`config.mk`:
```
export PLATFORM = sky130hd
export DESIGN_NAME = univ_shift_reg
export DESIGN_NICKNAME = d
export VERILOG_FILES = /design/src/rtl/univ_shift_reg_pkg.sv /design/src/rtl/univ_shift_next.sv /design/src/rtl/univ_shift_reg.sv
export SDC_FILE = /design/constraint.sdc
export NUM_CORES = 1
export LEC_CHECK = 0
export BUFFER_PORTS_ARGS = -buffer_cell sky130_fd_sc_hd__buf_4
export CORE_ASPECT_RATIO = 1.5
export CORE_MARGIN = 2
export CORE_UTILIZATION = 50
export DETAILED_ROUTE_END_ITERATION = 7
export PLACE_DENSITY = 0.74
export SYNTH_ARGS = -nofsm -noshare
export SYNTH_HDL_FRONTEND = slang
export SYNTH_SLANG_ARGS = --single-unit
```
`constraint.sdc`:
```
create_clock -name clk -period 3.8 [get_ports clk]
set_clock_uncertainty 0.15 [all_clocks]
set_input_delay 0.19 -clock clk [delete_from_list [all_inputs] [get_ports clk]]
set_output_delay 0.19 -clock clk [all_outputs]
set_load 0.005 [all_outputs]
```
`src/rtl/univ_shift_reg_pkg.sv`:
```
// ----------------------------------------------------------------------------
// univ_shift_pkg
//   Shared definitions for the universal shift register slice.
//   - Mode (operation) codes used on the `mode` input and the latched op.
//   - FSM state type for the burst sequencer.
// ----------------------------------------------------------------------------
package univ_shift_pkg;

    localparam int unsigned MODE_W = 3;

    localparam logic [MODE_W-1:0] MODE_HOLD = 3'd0;
    localparam logic [MODE_W-1:0] MODE_LOAD = 3'd1;
    localparam logic [MODE_W-1:0] MODE_SHL  = 3'd2;
    localparam logic [MODE_W-1:0] MODE_SHR  = 3'd3;
    localparam logic [MODE_W-1:0] MODE_ROL  = 3'd4;
    localparam logic [MODE_W-1:0] MODE_ROR  = 3'd5;
    localparam logic [MODE_W-1:0] MODE_ASR  = 3'd6;
    localparam logic [MODE_W-1:0] MODE_CLR  = 3'd7;

    typedef enum logic {
        S_IDLE  = 1'b0,
        S_BURST = 1'b1
    } state_e;

endpackage

```
`src/rtl/univ_shift_next.sv`:
```
// ----------------------------------------------------------------------------
// univ_shift_next
//   Purely combinational next-value function of the universal register.
//   Ports:
//     q      in  WIDTH  current register contents
//     op     in  3      operation code (MODE_*)
//     d      in  WIDTH  parallel load data
//     sin_l  in  1      serial input entering the MSB on SHR
//     sin_r  in  1      serial input entering the LSB on SHL
//     q_next out WIDTH  value the register takes if the op is applied
// ----------------------------------------------------------------------------
module univ_shift_next
    import univ_shift_pkg::*;
#(
    parameter int unsigned      WIDTH     = 8,
    parameter logic [WIDTH-1:0] RESET_VAL = '0
) (
    input  logic [WIDTH-1:0]  q,
    input  logic [MODE_W-1:0] op,
    input  logic [WIDTH-1:0]  d,
    input  logic              sin_l,
    input  logic              sin_r,
    output logic [WIDTH-1:0]  q_next
);

    always_comb begin
        q_next = q;
        case (op)
            MODE_HOLD: q_next = q;
            MODE_LOAD: q_next = d;
            MODE_SHL:  q_next = {q[WIDTH-2:0], sin_r};
            MODE_SHR:  q_next = {sin_l, q[WIDTH-1:1]};
            MODE_ROL:  q_next = {q[WIDTH-2:0], q[WIDTH-1]};
            MODE_ROR:  q_next = {q[0], q[WIDTH-1:1]};
            MODE_ASR:  q_next = {q[WIDTH-1], q[WIDTH-1:1]};
            MODE_CLR:  q_next = RESET_VAL;
            default:   q_next = q;
        endcase
    end

endmodule

```
`src/rtl/univ_shift_reg.sv`:
```
// ----------------------------------------------------------------------------
// univ_shift_reg
//   Parametrised universal register: hold, load, shift, rotate, arithmetic
//   shift right and clear, plus a burst sequencer that repeats a latched
//   operation `amount` times under a start/busy/done handshake.
//   Ports:
//     clk     in  1      rising-edge clock
//     reset   in  1      asynchronous, active-high reset
//     en      in  1      op enable; stalls a running burst when low
//     mode    in  3      op select (MODE_*)
//     d       in  WIDTH  parallel load data
//     sin_l   in  1      serial in, MSB side (SHR)
//     sin_r   in  1      serial in, LSB side (SHL)
//     start   in  1      begin a burst of `amount` repetitions of `mode`
//     amount  in  AMT_W  burst repeat count
//     q       out WIDTH  register contents
//     sout_l  out 1      q[WIDTH-1]
//     sout_r  out 1      q[0]
//     busy    out 1      high while a burst is executing
//     done    out 1      one-cycle pulse when a burst completes
// ----------------------------------------------------------------------------
module univ_shift_reg
    import univ_shift_pkg::*;
#(
    parameter int unsigned      WIDTH     = 8,
    parameter int unsigned      AMT_W     = 4,
    parameter logic [WIDTH-1:0] RESET_VAL = '0
) (
    input  logic              clk,
    input  logic              reset,
    input  logic              en,
    input  logic [2:0]        mode,
    input  logic [WIDTH-1:0]  d,
    input  logic              sin_l,
    input  logic              sin_r,
    input  logic              start,
    input  logic [AMT_W-1:0]  amount,
    output logic [WIDTH-1:0]  q,
    output logic              sout_l,
    output logic              sout_r,
    output logic              busy,
    output logic              done
);

    state_e              state_q, state_d;
    logic [WIDTH-1:0]    q_q, q_d;
    logic [AMT_W-1:0]    cnt_q, cnt_d;
    logic [MODE_W-1:0]   op_q, op_d;
    logic [WIDTH-1:0]    dl_q, dl_d;
    logic                busy_q, busy_d;
    logic                done_q, done_d;

    logic [MODE_W-1:0]   sel_op;
    logic [WIDTH-1:0]    sel_d;
    logic [WIDTH-1:0]    q_next;

    // In BURST the latched op/data drive the datapath; in IDLE the live inputs.
    always_comb begin
        sel_op = mode;
        sel_d  = d;
        if (state_q == S_BURST) begin
            sel_op = op_q;
            sel_d  = dl_q;
        end
    end

    univ_shift_next #(
        .WIDTH     (WIDTH),
        .RESET_VAL (RESET_VAL)
    ) u_next (
        .q      (q_q),
        .op     (sel_op),
        .d      (sel_d),
        .sin_l  (sin_l),
        .sin_r  (sin_r),
        .q_next (q_next)
    );

    always_comb begin
        state_d = state_q;
        q_d     = q_q;
        cnt_d   = cnt_q;
        op_d    = op_q;
        dl_d    = dl_q;
        busy_d  = busy_q;
        done_d  = 1'b0;

        case (state_q)
            S_IDLE: begin
                if (start) begin
                    // Start wins over en: latch the op, leave q untouched.
                    op_d  = mode;
                    dl_d  = d;
                    cnt_d = amount;
                    if (amount != '0) begin
                        busy_d  = 1'b1;
                        state_d = S_BURST;
                    end else begin
                        done_d = 1'b1;
                    end
                end else if (en) begin
                    q_d = q_next;
                end
            end
            S_BURST: begin
                if (en) begin
                    q_d = q_next;
                    if (cnt_q == AMT_W'(1)) begin
                        cnt_d   = '0;
                        busy_d  = 1'b0;
                        done_d  = 1'b1;
                        state_d = S_IDLE;
                    end else begin
                        cnt_d = cnt_q - AMT_W'(1);
                    end
                end
            end
            default: begin
                state_d = S_IDLE;
                busy_d  = 1'b0;
            end
        endcase
    end

    always_ff @(posedge clk or posedge reset) begin
        if (reset) begin
            state_q <= S_IDLE;
            q_q     <= RESET_VAL;
            cnt_q   <= '0;
            op_q    <= MODE_HOLD;
            dl_q    <= '0;
            busy_q  <= 1'b0;
            done_q  <= 1'b0;
        end else begin
            state_q <= state_d;
            q_q     <= q_d;
            cnt_q   <= cnt_d;
            op_q    <= op_d;
            dl_q    <= dl_d;
            busy_q  <= busy_d;
            done_q  <= done_d;
        end
    end

    assign q      = q_q;
    assign sout_l = q_q[WIDTH-1];
    assign sout_r = q_q[0];
    assign busy   = busy_q;
    assign done   = done_q;

endmodule

```
==> metrics.txt, run 1 <==
Vias per Instance=5.97; CTS buffer count=3; Slew headroom=24.2%; DRC Markers=0; CP Cell Sequence=mux2i_1 -> a221o_1 -> a32o_1; fraction of layout cells with a size suffix above 1=33.1%; Seq pwr share=38.5%; Comb pwr share=49.9%; Worst VDD drop=0.450 mV; critical path endpoint category=flip-flop; internal power=0.932 mW; clock period minus worst slack=2.51 ns; post-DP HPWL=2.45 mm; clk_lat worst skew=0.27 ns; number of global-route vias before repair=1240; Sw Pwr=0.596 mW; CTS root buf=clkbuf_8; Top-Level Pins=33; failing checks=hold timing; initial antenna violation count=0; Mapped Avg Cell Area=11.2 µm²; num rows=24; GRT Total Usage=20.6%; Final setup viols=0; RSZ-0062 raised after global routing=false; CP Launch Type=flip-flop; die height=71.2 µm; gr ovfl total=0; CTS clk-pin slew, worst paths=0.09 ns; IO Port Bufs=32; routed len/inst=16.5 µm; Distinct cells, synth=37; Tot Pwr=1.53 mW; Max H-tree Level=1; post-synthesis xor/xnor area fraction=1.16%; Syn Nets=158; CP Max Fanout=26; Final Hold Vio Count=26; CP Data Required Time=3.82 ns; Syn Inst Count=135; die width=48.8 µm; Pleak=0.842 nW; Max Cap Violations=0; Synth Warn #=0; final hold slack=-0.00835 ns; status=complete, but fails checks; # resized after CTS=0; Post-Syn Area=1510 µm²; critical path type=flip-flop to flip-flop; first-pass GRT wire length=5.57 mm; area of the core=2880 µm²; Filler cells=276; Max Root-Sink Buffers=2; power per standard cell area=855 nW/µm²; largest family of logic cells by synthesized area=compound AO/OA/AOI/OAI gates; CTS tree=yes; adder-cell share of the synthesized area=1.66%; Final ANT Viol Nets=0; vias after detailed routing=1206; Worst path slowest cell=dfrtp_1; #FFs+latches synth=26; HP Class=primary input to asynchronous set/reset pin; routed wire length=3.33 mm; multiplexer share of the synthesized area=16.9%; setup tns final=0 ns; clock group share of total power=11.6%; worst slew pin tran=1.14 ns; Starting Density=52.3%; Net Sw Frac=39.0%; FMAX=398 MHz; Slew Limit Fails=0; crit share post-route=66.1%; Layout Area Growth over Synthesis=18.7%; Simple-Gate Fraction of Synth Area=8.22%; 1st-pass router iterations=4; die area=3480 µm²; slowest stage delay, CP=1.10 ns; number of DRC violations after detailed-routing iteration 0=32; largest net degree at the start of global routing=27; GPL Wtd Cong=0.837; Crit path arrival time=2.53 ns; clk sinks=26; Core Util, Final=62.0%; setup bufs post-CTS=0; fraction of the mapped netlist area in compound gates=22.4%; diode count=0; nets=187; # hold bufs at CTS=0; sequential area share after synthesis=43.2%
[per-stage QoR]
stage	hold slack (ns)	cells	setup slack, ns	cell area, µm²
after floorplan	0.0800	135	2.12	1510
after global placement	0.286	198	1.39	1730
after detailed placement	0.289	198	1.32	1730
after CTS	0.00368	202	1.30	1790
after global routing	0.00411	202	1.17	1790
final	-0.00835	202	1.29	1790
[cell usage in the layout (no fill, tap or decap)]
cell	Yosys	routed
buf_4	2	33
dfrtp_1	26	26
mux2_2	12	12
mux2i_1	12	12
o21ai_0	10	10
a221o_1	8	8
a32o_1	7	7
inv_1	7	7
a21oi_1	5	5
nand2_1	4	4
nor2b_1	4	4
clkbuf_8	0	4
nor3_1	3	3
nand3_1	3	3
a21o_1	2	2
xor2_1	2	2
o32ai_1	2	2
or4_1	2	2
ha_1	2	2
nand2b_1	1	1
and2_1	1	1
nor2_1	1	1
nor3_2	1	1
a22o_1	1	1
o21ai_2	1	1
o22ai_1	1	1
nor2_2	1	1
a22o_4	1	1
nand2_2	1	1
o221ai_1	1	1
a211oi_1	1	1
a31oi_1	1	1
o21a_1	1	1
a31o_1	1	1
[worst max-delay path, delay by kind of cell (launching register included)]
| kind | cells | cell delay, ns |
|---|---|---|
| DFF | 1 | 1.10 |
| AOI/OAI and AO/OA | 2 | 0.72 |
| muxes | 1 | 0.43 |
[synthesized netlist by cell type (all sizes together)]
cell     n  area, µm²
o21a     1       7.51
mux2i   12        120
nor2     2       10.0
inv      7       26.3
nor2b    4       25.0
a31oi    1       6.26
o21ai   11       58.8
mux2    12        135
a21oi    5       25.0
o32ai    2       17.5
buf      8       66.3
nand2b   1       6.26
a22o     2       26.3
a31o     1       8.76
a221o    8       80.1
a21o     2       15.0
dfrtp   26        651
o221ai   1       8.76
xor2     2       17.5
a32o     7       70.1
nand2    5       21.3
nor3     4       25.0
o22ai    1       6.26
or4      2       15.0
ha       2       25.0
clkbuf   1       3.75
nand3    3       15.0
and2     1       6.26
a211oi   1       7.51
[per-layer routing]
layer | GRT usage, % | share of wire, % | vias to the layer above
li1 | - | - | 570
met5 | 0 | 0 | -
met2 | 38.5 | 54 | 40
met4 | 7.94 | 1.7 | 0
met3 | 2.92 | 4.6 | 5
met1 | 23.5 | 39 | 591
[worst paths after layout]
path                            to  slack, ns  cells after the start  startpoint
min in group clk           dl_q[6]          0                      2        d[6]
max reg2reg                   q[5]       1.29                      3     state_q
max in group asynchronous     busy       2.92                      2       reset
min                        dl_q[3]     -0.008                      2       reset
max                           q[5]       1.29                      3     state_q
min reg2reg                   busy       0.36                      1        busy
[sequential cells by signal, indices dropped and copies added, names as in the netlist]
register / count
dl_q: 8
state_q: 1
done: 1
cnt_q: 4
op_q: 3
q: 8
busy: 1
[kinds of logic after synthesis]
| kind of cell | after synthesis |
|---|---|
| compound gates | 43 |
| fa+ha+maj | 2 |
| mux | 24 |
| flops | 26 |
| simple gates | 22 |
| xor+xnor | 2 |
| buf+inv | 16 |
[cell type report]
| type | count | area, µm² | area share [%] |
|---|---|---|---|
| inverters | 7 | 26.3 | 1.47 |
| repair buffers | 33 | 248 | 13.9 |
| clock buffers | 4 | 55.1 | 3.08 |
| flip-flops and latches | 26 | 651 | 36.4 |
| well taps | 39 | 48.8 | 2.73 |
| multi-input cells | 93 | 759 | 42.5 |
[power by group through the flow]
stage          registers [mW]  logic, mW  clock network (mW)
3_5_place_dp            0.588      0.761                   0
5_1_grt                 0.606      0.830               0.192
3_3_place_gp            0.575      0.730                   0
4_1_cts                 0.583      0.767               0.181
6_report                0.587      0.763               0.178
2_1_floorplan           0.510      0.637                   0
Note: power is estimated with default switching activity, not from simulation.
==> run 2, diff against run 1 <==
--- a/config.mk
+++ b/config.mk
@@ -8,9 +8,9 @@
 export BUFFER_PORTS_ARGS = -buffer_cell sky130_fd_sc_hd__buf_4
 export CORE_ASPECT_RATIO = 1.5
 export CORE_MARGIN = 2
-export CORE_UTILIZATION = 50
+export CORE_UTILIZATION = 48
 export DETAILED_ROUTE_END_ITERATION = 7
-export PLACE_DENSITY = 0.74
+export PLACE_DENSITY = 0.75
 export SYNTH_ARGS = -nofsm -noshare
 export SYNTH_HDL_FRONTEND = slang
 export SYNTH_SLANG_ARGS = --single-unit
==> constraint.sdc (replaced) <==
create_clock -name clk -period 2.2 [get_ports clk]
set_clock_uncertainty 0.15 [all_clocks]
set_input_delay 0.11 -clock clk [delete_from_list [all_inputs] [get_ports clk]]
set_output_delay 0.11 -clock clk [all_outputs]
set_load 0.005 [all_outputs]
==> run 2 against run 1 <==
Effect of this change: the run now ends clean; total power increased by 76%; register-to-register slack got worse by 1.1 ns; critical path depth increased by 2; largest cell class unchanged.
==> metrics.txt, run 2 (synthesized netlist as in run 1, its figures left out) <==
status=finished clean; CTS buffer count=3; number of DRC violations after detailed-routing iteration 0=10; setup tns final=0 ns; Max Cap Violations=0; crit share post-route=92.7%; post-DP HPWL=2.52 mm; clk sinks=26; Pleak=0.929 nW; final instance area=1990 µm²; dpl ws=0.0172 ns; GPL Wtd Cong=0.846; num rows=24; die area=3610 µm²; Final setup viols=0; Starting Density=51.2%; 1st-pass router iterations=4; CTS clk-pin slew, worst paths=0.09 ns; Sw Pwr=1.03 mW; fraction of layout cells with a size suffix above 1=32.6%; R2R Path End=cnt_q[3]; CP Cell Sequence=buf_4 -> nand2_2 -> or4_1 -> o32ai_1 -> a31o_1; clock group share of total power=11.4%; routed len/inst=15.7 µm; RSZ-0062 raised after global routing=false; internal power=1.66 mW; IO Port Bufs=32; CP Max Fanout=14; most common cell after layout, fill and taps aside=buf_4; area post-placement=1770 µm²; die height=72.6 µm; Layout Area Growth over Synthesis=31.9%; die width=49.7 µm; Core Util, Final=67.5%; power per standard cell area=1360 nW/µm²; Net Sw Frac=38.4%; CP Launch Type=flip-flop; GRT Total Usage=21.0%; critical path endpoint category=flip-flop; setup bufs post-CTS=0; worst slew pin tran=0.607 ns; CP Capture Point=cnt_q[3]; Reg2Reg Depth=5; Vias per Instance=5.78; Max H-tree Level=1; diode count=0; FMAX=490 MHz; initial antenna violation count=0; Comb pwr share=52.9%; Crit path arrival time=2.11 ns; CTS root buf=clkbuf_8; worst reg2reg startpoint=state_q; CP Data Required Time=2.27 ns; Worst path slowest cell=dfrtp_2; Slew headroom=58.4%; routed wire length=3.50 mm; nets=208; Seq pwr share=35.7%; Final WS setup=0.160 ns; gr ovfl total=0; vias after detailed routing=1290; largest net degree at the start of global routing=27; commonest cells after routing, fill and taps aside=buf_4 (38), dfrtp_1 (25), dlygate4sd3_1 (16), mux2_2 (12), mux2i_1 (12); clock period minus worst slack=2.04 ns; Worst VDD drop=0.732 mV; Top-Level Pins=33; Final Hold Vio Count=0; CTS tree=yes; Final ANT Viol Nets=0; Max Root-Sink Buffers=2; Slew Limit Fails=0; first-pass GRT wire length=5.87 mm; number of global-route vias before repair=1366; HP Class=primary input to flip-flop; critical path type=flip-flop to flip-flop; Worst Setup SP=state_q; area of the core=2940 µm²; r2r setup slk=0.16 ns; clk_lat worst skew=0.27 ns; slowest stage delay, CP=0.56 ns; DRC Markers=0; final hold slack=0.00122 ns
==> run 2: cell types whose count changed in the layout (fill, tap and decap cells not counted), sizes merged <==
cell / before / now
buf: 33 / 38
dlygate4sd3: 0 / 16
==> run 2: repair_timing <==
action                     4_1_cts  5_1_grt
hold endpoints to repair        40        0
setup endpoints to repair        1        0
resized for setup                1        0
hold buffers                    16        0
==> run 2: worst min path at each step <==
| stage | to | depth (start not counted) | slack, ns | startpoint |
|---|---|---|---|---|
| finish | cnt_q[2] | 3 | 0.001 | start |
| global route | cnt_q[2] | 3 | 0.02 | start |
| CTS | cnt_q[2] | 3 | 0.007 | start |
| detailed placement | dl_q[2] | 3 | 0.04 | reset |
| global placement | dl_q[2] | 3 | 0.04 | reset |
| floorplan | busy | 1 | 0.00002 | reset |
==> run 2: power groups by stage <==
stage                     clock network (mW)  logic (mW)  registers (mW)
after global routing                   0.336        1.56           0.993
after detailed placement                   0        1.39           0.963
after CTS                              0.315        1.43           0.955
after floorplan                            0        1.10           0.881
final                                  0.307        1.43           0.962
after global placement                     0        1.35           0.947
==> run 2: metal layers <==
layer	wire length, µm	vias to the layer above	global-route usage, %
met1	1360	623	23.1
met3	116	14	2.25
li1	-	610	-
met4	140	0	11.4
met5	0	-	0
met2	1890	43	39.0
==> run 2: per-stage QoR <==
| stage | power [mW] | std cells |
|---|---|---|
| 2_1_floorplan | 1.98 | 135 |
| 3_3_place_gp | 2.30 | 203 |
| 3_5_place_dp | 2.36 | 203 |
| 4_1_cts | 2.70 | 223 |
| 5_1_grt | 2.89 | 223 |
| 6_report | 2.69 | 223 |
==> run 2: layout make-up <==
cell class                 count  area [µm²]
fill                         252         956
multi-input combinational     93         759
tap                           39        48.8
clock buffer                   4        55.1
inverter                       7        26.3
sequential                    26         652
timing repair buffer          54         445
==> run 2: worst max-delay path, delay by kind of cell, from the launching register on <==
kind	cells	cell delay, ns
compound gates	2	0.43
buf+inv	1	0.29
simple gates	2	0.55
flops	1	0.56
==> run 3, diff against run 2 <==
--- a/config.mk
+++ b/config.mk
@@ -5,7 +5,8 @@
 export SDC_FILE = /design/constraint.sdc
 export NUM_CORES = 1
 export LEC_CHECK = 0
-export BUFFER_PORTS_ARGS = -buffer_cell sky130_fd_sc_hd__buf_4
+export BUFFER_PORTS_ARGS = -buffer_cell sky130_fd_sc_hd__buf_2
+export CAP_MARGIN = 10
 export CORE_ASPECT_RATIO = 1.5
 export CORE_MARGIN = 2
 export CORE_UTILIZATION = 48
==> run 3 against run 2 <==
Effect of this change: wire length down 5.5%; flip-flop and latch count unchanged; setup slack better by 0.019 ns; critical path depth up 2; sequential share of layout area up 2.5 points; first-iteration DRC count rose to 2.9 times the previous value; register-to-register slack better by 0.04 ns; global-route usage down 1.1 points; critical endpoint is now q[1]; highest routed layer unchanged.
==> metrics.txt, run 3 (synthesized netlist as in run 1, its figures left out) <==
status=finished clean; CP Cell Sequence=dlygate4sd3_1 -> buf_2 -> nand2_1 -> xor2_1 -> mux2i_1 -> a221o_1 -> a32o_1; vias after detailed routing=1274; area of the core=2940 µm²; CP Data Required Time=2.21 ns; die area=3610 µm²; Metal-1 WL=1.37 mm; CTS buffer count=3; FMAX=495 MHz; hold endpoint=cnt_q[2]; setup tns final=0 ns; Cells on Worst Hold Path=3; clk_lat worst skew=0.27 ns; CTS tree=yes; power per standard cell area=1390 nW/µm²; most common cell after layout, fill and taps aside=buf_2; num rows=24; critical path type=primary input to flip-flop; non-filler cells, final=217; Final setup viols=0; first-pass GRT wire length=5.56 mm; Final ANT Viol Nets=0; die width=49.7 µm; Vias per Instance=5.87; die height=72.6 µm; family with the most delay on the worst path=buffers and inverters; IO Port Bufs=32; Final Hold Vio Count=0; DR WL met2=1.72 mm; fraction of layout cells with a size suffix above 1=32.6%; CP Max Fanout=7; number of global-route vias before repair=1287; diode count=0; GRT Total Usage=19.9%; r2r setup slk=0.20 ns; Max H-tree Level=1; RSZ-0062 raised after global routing=false; Max Cap Violations=0; slowest stage delay, CP=0.54 ns; commonest cells after routing, fill and taps aside=buf_2 (32), dfrtp_1 (25), mux2_2 (12), mux2i_1 (12), dlygate4sd3_1 (12); routed len/inst=15.3 µm; worst reg2reg startpoint=state_q; DRC Markers=0; CTS clk-pin slew, worst paths=0.08 ns; Slew headroom=54.8%; Slew Limit Fails=0; CTS root buf=clkbuf_8; 1st-pass router iterations=7; nets=203; gr ovfl total=0; Worst path slowest cell=dlygate4sd3_1; post-DP HPWL=2.44 mm; R2R Path End=q[7]; worst slew pin tran=0.659 ns; GPL Wtd Cong=0.795; Worst VDD drop=0.630 mV; routed wire length=3.31 mm; dpl ws=0.0758 ns; HP Class=primary input to flip-flop; CP Buf/Inv Count=2; DR top layer=met4; Top-Level Pins=33; DR WL met3=121 µm; critical path endpoint category=flip-flop; Final WS setup=0.179 ns; Crit path arrival time=2.03 ns; crit share post-route=91.9%; Hold Startpoint=amount[2]; CP Launch Type=primary input; dpl cells=202; number of DRC violations after detailed-routing iteration 0=29; Layout Area Growth over Synthesis=22.5%; clk sinks=26; Starting Density=51.2%; initial antenna violation count=0; largest net degree at the start of global routing=27; Pleak=0.879 nW; Reg2Reg Depth=5; clock period minus worst slack=2.02 ns; Max Root-Sink Buffers=2
run 3: what timing repair did:
item | in CTS | in global routing
gates resized for setup | 0 | 1
setup endpoints to repair | 0 | 9
hold buffers | 12 | 0
hold endpoints to repair | 37 | 0
setup buffers | 0 | 0
run 3: routing by layer:
layer  global-route usage (%)  up-vias
met3                     1.84       13
met1                     22.0      607
met4                     9.57        0
met5                        0        -
li1                         -      608
met2                     37.6       46
run 3: metrics by stage:
step / area, µm² / hold slack (ns) / power, mW / util (%)
6_report: 1850 / 0.00358 / 2.57 / 62.7
5_1_grt: 1850 / 0.0213 / 2.79 / 62.7
4_1_cts: 1840 / 0.00235 / 2.57 / 62.7
3_5_place_dp: 1680 / 0.0353 / 2.30 / 57.2
3_3_place_gp: 1680 / 0.0236 / 2.23 / 57.2
2_1_floorplan: 1510 / 0.0000174 / 1.98 / -
run 3: area by class of cell:
cell class | count | area, µm²
inverter | 7 | 26.3
tap | 39 | 48.8
clock buffer | 3 | 41.3
multi-input combinational | 93 | 759
sequential | 26 | 652
timing repair buffer | 49 | 318
fill | 258 | 1100
run 3: worst max path at each step:
stage | slack [ns] | cells after the start | endpoint | from
3_3_place_gp | 0.16 | 5 | q[7] | state_q
4_1_cts | 0.04 | 5 | q[7] | state_q
6_report | 0.18 | 7 | q[1] | mode[2]
5_1_grt | 0.05 | 5 | q[7] | state_q
3_5_place_dp | 0.08 | 5 | q[7] | state_q
2_1_floorplan | 0.52 | 5 | q[0] | state_q
run 3: where the power goes:
group	leakage, nW	switching [mW]	internal, mW
sequential	0.311	0.234	0.714
clock	0.0216	0.141	0.123
combinational	0.546	0.639	0.722
run 3: worst register-to-register path: cells and delay by family, from the launching register on:
family,cells,cell delay (ns)
buf+inv,1,0.27
simple gates,2,0.45
flops,1,0.54
compound gates,2,0.51
